===== src/rtl/instr_fetch_unit.sv =====
// ---------------------------------------------------------------------------
// instr_fetch_unit
//
// Fetch stage sitting directly in front of decode. It owns the program
// counter, reads one instruction word at a time from instruction memory over
// a req/ack handshake, and hands each word to decode over valid/ready.
// Taken jumps/branches arrive as redirects; a response that was already in
// flight when a redirect arrived is thrown away.
//
// Ports:
//   CLK, RSTn        clock, asynchronous active-low reset
//   IMemReq          read request to instruction memory
//   IMemAddr         word address of the request (bits [1:0] always 0)
//   IMemAck          memory accepts the request, IMemRData valid same cycle
//   IMemRData        instruction word from memory
//   Instr, PC        instruction presented to decode and its address
//   PCPlus4          PC + 4
//   InstrValid       Instr/PC hold a real instruction
//   InstrReady       decode consumes Instr this cycle
//   Redirect         taken jump or branch
//   RedirectTarget   new fetch address
//   Misalign         one-cycle pulse: accepted redirect target was misaligned
// ---------------------------------------------------------------------------
module instr_fetch_unit #(
    parameter logic [31:0] RESET_PC  = 32'h0000_0000,
    parameter logic [31:0] NOP_INSTR = 32'h0000_0013
) (
    input  logic        CLK,
    input  logic        RSTn,
    output logic        IMemReq,
    output logic [31:0] IMemAddr,
    input  logic        IMemAck,
    input  logic [31:0] IMemRData,
    output logic [31:0] Instr,
    output logic [31:0] PC,
    output logic [31:0] PCPlus4,
    output logic        InstrValid,
    input  logic        InstrReady,
    input  logic        Redirect,
    input  logic [31:0] RedirectTarget,
    output logic        Misalign
);

    // BOOT: idle cycle after reset; REQ: live request; DRAIN: request whose
    // answer is stale and will be discarded; HOLD: instruction waiting on decode.
    typedef enum logic [1:0] {
        BOOT  = 2'd0,
        REQ   = 2'd1,
        DRAIN = 2'd2,
        HOLD  = 2'd3
    } state_t;

    state_t      state;
    state_t      next_state;

    logic [31:0] fetch_pc;
    logic [31:0] pending_target;
    logic [31:0] pc_q;
    logic [31:0] instr_q;
    logic        instr_valid_q;
    logic        misalign_q;

    logic [31:0] aligned_target;
    logic        redirect_taken;

    assign aligned_target = {RedirectTarget[31:2], 2'b00};
    // Redirects are ignored only in the single boot cycle.
    assign redirect_taken = Redirect && (state != BOOT);

    // State register.
    always_ff @(posedge CLK or negedge RSTn) begin
        if (!RSTn) begin
            state <= BOOT;
        end else begin
            state <= next_state;
        end
    end

    // Next-state logic. A redirect during an unacknowledged request cannot
    // move the address, so it parks in DRAIN until the old request completes.
    always_comb begin
        next_state = state;
        case (state)
            BOOT:  next_state = REQ;
            REQ: begin
                if (IMemAck && !Redirect) begin
                    next_state = HOLD;
                end else if (!IMemAck && Redirect) begin
                    next_state = DRAIN;
                end
            end
            DRAIN: begin
                if (IMemAck) begin
                    next_state = REQ;
                end
            end
            HOLD: begin
                if (Redirect || InstrReady) begin
                    next_state = REQ;
                end
            end
            default: next_state = BOOT;
        endcase
    end

    // Memory request outputs decoded from state; the address is simply the
    // fetch PC, which never changes while a request is outstanding.
    always_comb begin
        IMemReq  = (state == REQ) || (state == DRAIN);
        IMemAddr = fetch_pc;
    end

    // Datapath: fetch PC, pending redirect target and the registered
    // instruction presented to decode.
    always_ff @(posedge CLK or negedge RSTn) begin
        if (!RSTn) begin
            fetch_pc       <= RESET_PC;
            pending_target <= 32'h0;
            pc_q           <= RESET_PC;
            instr_q        <= NOP_INSTR;
            instr_valid_q  <= 1'b0;
            misalign_q     <= 1'b0;
        end else begin
            misalign_q <= redirect_taken && (RedirectTarget[1:0] != 2'b00);
            case (state)
                REQ: begin
                    if (IMemAck) begin
                        if (Redirect) begin
                            fetch_pc <= aligned_target;
                        end else begin
                            instr_q       <= IMemRData;
                            pc_q          <= fetch_pc;
                            instr_valid_q <= 1'b1;
                        end
                    end else if (Redirect) begin
                        pending_target <= aligned_target;
                    end
                end
                DRAIN: begin
                    if (Redirect) begin
                        pending_target <= aligned_target;
                    end
                    if (IMemAck) begin
                        fetch_pc <= Redirect ? aligned_target : pending_target;
                    end
                end
                HOLD: begin
                    if (Redirect) begin
                        instr_valid_q <= 1'b0;
                        instr_q       <= NOP_INSTR;
                        fetch_pc      <= aligned_target;
                    end else if (InstrReady) begin
                        instr_valid_q <= 1'b0;
                        instr_q       <= NOP_INSTR;
                        fetch_pc      <= fetch_pc + 32'd4;
                    end
                end
                default: begin
                end
            endcase
        end
    end

    assign Instr      = instr_q;
    assign PC         = pc_q;
    assign PCPlus4    = pc_q + 32'd4;
    assign InstrValid = instr_valid_q;
    assign Misalign   = misalign_q;

endmodule


===== config.mk =====
export PLATFORM = sky130hd
export DESIGN_NAME = instr_fetch_unit
export DESIGN_NICKNAME = d
export VERILOG_FILES = /design/src/rtl/instr_fetch_unit.sv
export SDC_FILE = /design/constraint.sdc
export NUM_CORES = 1
export LEC_CHECK = 0
export CAP_MARGIN = 30
export CORE_UTILIZATION = 45
export DETAILED_ROUTE_END_ITERATION = 8
export PLACE_DENSITY = 0.76
export SYNTH_ARGS = -nofsm -noshare
export SYNTH_HDL_FRONTEND = slang
export SYNTH_SLANG_ARGS = --single-unit

===== constraint.sdc =====
create_clock -name CLK -period 2.5 [get_ports CLK]
set_clock_uncertainty 0.2 [all_clocks]
set_input_delay 0.25 -clock CLK [delete_from_list [all_inputs] [get_ports CLK]]
set_output_delay 0.25 -clock CLK [all_outputs]
set_load 0.005 [all_outputs]

==> out/results.tsv <==
metric	value	unit
end_kind	primary output	
area_delta_synth_final	46.7	%
drt_iter0_markers	403	
power_frac_comb	47.4	%
synth.distinct_cells	55	
wl	19600	um
drive_above_1_share	22.2	%
cts_num_sinks	132	
ys_seq_area_share	47.8	%
route.vias.total	6276	
arrival	2190	ps
path_clk_slew	60	ps
hold_viol	0	
grt_usage	25.0	%
syn_nets	756	
synth_top_area_cell	dfrtp_1	
synth_top_cell_area_share	46.6	%
slew_violations	0	
gr-total-overflow	0	
pwr-share-clk	20.0	%
synth-seq-cells	132	
rsz0062_at_grt	true	
async_reset_ff_share	100	%
period_share	105	%
layout_setup_ws	-136	ps
start_util	46.9	%
worst-path-buf-inv	5	
clk_path_buf_depth	2	
coreArea	14800	sq um
clkLatencyLatePin	420	ps
synth_edf_count	0	
cts_tree	done	
yosysWarnings	0	
place_area	9340	sq um
postSynthCellCount	680	
die_area	15900	sq um
finalSetupViolCount	13	
power.net_switching	0.00456	W
crit_slowest_cell	dfrtp_1	
die_x	126	um
nets	990	
slowest_delay	340	ps
antennaDiodeCount	0	
grt_pass1_vias	6146	
p_int	0.00821	W
tightest_slew	530	ps
crit_chain	nand4_1 > buf_4 > buf_12 > nor4_4 > buf_4 > buf_6 > nand4_1 > xnor2_1 > buf_2	
antenna_left	0	
yosys-top-cells-area	dfrtp_1, mux2_2, o21ai_0	
p_leak	4.37	nW
grt_max_degree	56	
syn_area	6930	sq um
stdcell_area	10200	sq um
place_congestion	0.814	
finalCriticalPeriod	2640	ps
seq_power_share	32.6	%
critPathMaxFanout	3	
cts_made_buffers	17	
hold_path.class	input pin to asynchronous set/reset pin	
worst-endpoint-required	2050	ps
fin_tns_setup	-835	ps
pwr_density_cell	1260	nW/um^2
max_freq	379	MHz
path_class	register to primary output	
grt_first_pass_wirelength	31300	um
violations	setup timing	
die_h	126	um
vdd_ir_drop_max	0.813	mV
drc_errors	0	
crit_family	buffers and inverters	
first_pass_iters	5	
utilization	68.8	%
htree_num_levels	4	
relSlewSlack	64.7	%
crit_path_start_kind	register	
switching_share	35.7	%
io_buffers	199	
ios	200	
syn_area_per_cell	10.2	sq um
wire_per_inst	17.6	um
fp-row-count	44	
dp_hpwl	13900	um
status	complete, but fails checks	
cap_violations	0	
ys.flop_type	dfrtp_1	
viasPerCell	5.65	
clockRootBuffer	clkbuf_16	
holdWs	160	ps
grt_antenna_before_repair	0	
-- Yosys cell counts (4+ instances only) --
cell / instances
buf_4: 6
inv_1: 16
a41oi_1: 5
nand3_1: 20
o31a_1: 7
nand2b_1: 32
clkbuf_1: 25
a22oi_1: 18
o21ai_0: 74
a221oi_1: 8
buf_6: 5
nand2_1: 77
and3_1: 11
ha_1: 7
nor2_1: 25
buf_2: 7
xnor2_1: 22
and2_1: 4
nor3_1: 8
o22ai_1: 7
dfrtp_1: 129
a31oi_1: 6
o22a_1: 5
xor2_1: 9
a21oi_1: 21
a22o_1: 6
nand4_1: 13
mux2_2: 60
-- per-layer routing --
layer | global-route usage [%] | routed length (um) | vias to the layer above
met1 | 33.5 | 8450 | 3054
met5 | 0 | 0 | -
met2 | 38.8 | 9240 | 254
li1 | - | - | 2927
met4 | 11.3 | 539 | 0
met3 | 5.73 | 1320 | 41
-- per-stage QoR --
stage	worst slack (ps)	total power, W	std cells
after floorplan	253	0.00690	680
after global placement	70.0	0.00993	1063
after detailed placement	-29.4	0.0102	1064
after CTS	-197	0.0128	1111
after global routing	-273	0.0136	1111
final	-136	0.0128	1111
-- worst paths after layout --
| check | start | end | slack (ps) | cells past startpoint |
|---|---|---|---|---|
| worst max register to register | state[0] | IMemAddr[28] | 150 | 8 |
| max in group asynchronous | RSTn | Instr[1] | 1200 | 3 |
| min in group CLK | IMemRData[10] | Instr[10] | 190 | 3 |
| worst min-delay path | RSTn | Instr[12] | 160 | 2 |
| worst min register to register | InstrValid | InstrValid | 270 | 2 |
| worst max-delay path | PC[7] | PCPlus4[25] | -140 | 9 |
-- cells in the final DEF (no fill, tap or decap), types with 6 or more instances in the layout --
| cell type | Yosys | routed |
|---|---|---|
| buf_2 | 7 | 15 |
| nand2b_1 | 32 | 32 |
| xnor2_1 | 22 | 17 |
| buf_12 | 0 | 7 |
| dfrtp_1 | 129 | 129 |
| and3_1 | 11 | 11 |
| a22o_1 | 6 | 6 |
| buf_6 | 5 | 8 |
| a31oi_1 | 6 | 6 |
| inv_1 | 16 | 16 |
| ha_1 | 7 | 6 |
| o22ai_1 | 7 | 7 |
| nor2_1 | 25 | 21 |
| a21oi_1 | 21 | 21 |
| clkbuf_16 | 0 | 17 |
| nand2_1 | 77 | 73 |
| mux2_2 | 60 | 60 |
| o31a_1 | 7 | 7 |
| nand4_1 | 13 | 13 |
| a221oi_1 | 8 | 8 |
| o21ai_0 | 74 | 73 |
| buf_4 | 6 | 46 |
| clkdlybuf4s50_1 | 0 | 178 |
| nor3_1 | 8 | 7 |
| nand3_1 | 20 | 14 |
| xor2_1 | 9 | 9 |
| a22oi_1 | 18 | 18 |
-- power groups by stage --
stage / sequential (W) / combinational, W / clock [W]
global route: 0.00430 / 0.00660 / 0.00268
finish: 0.00417 / 0.00605 / 0.00255
floorplan: 0.00408 / 0.00282 / 0
detailed placement: 0.00416 / 0.00608 / 0
global placement: 0.00409 / 0.00584 / 0
CTS: 0.00414 / 0.00603 / 0.00259
-- final cells by class --
cell class / count / area [sq um]
clock inverter: 12 / 154
tap: 184 / 230
sequential: 132 / 3310
clock buffer: 20 / 457
fill: 1086 / 4600
inverter: 16 / 60.1
timing repair buffer: 260 / 2490
multi-input combinational: 487 / 3460
-- cell families after synthesis --
group,share of synthesized area [%]
flops,47.8
buf+inv,4.30
xor+xnor,3.92
compound gates,17.0
fa+ha+maj,1.26
mux,9.90
simple gates,15.9
-- sequential cells by signal, summed over array words and instances, names as in the netlist --
register,cells
IMemAddr,32
Instr,32
PC,32
pending_target,32
state,2
InstrValid,1
Misalign,1
-- repair_timing --
| item | 4_1_cts | 5_1_grt |
|---|---|---|
| setup buffers | 15 | 0 |
| gates resized for setup | 76 | 20 |
| endpoints found under the setup margin | 23 | 20 |
| hold buffers | 1 | 0 |
| endpoints found under the hold margin | 52 | 0 |
| pin swaps | 18 | 15 |
Power figures use the tool's default switching activity.
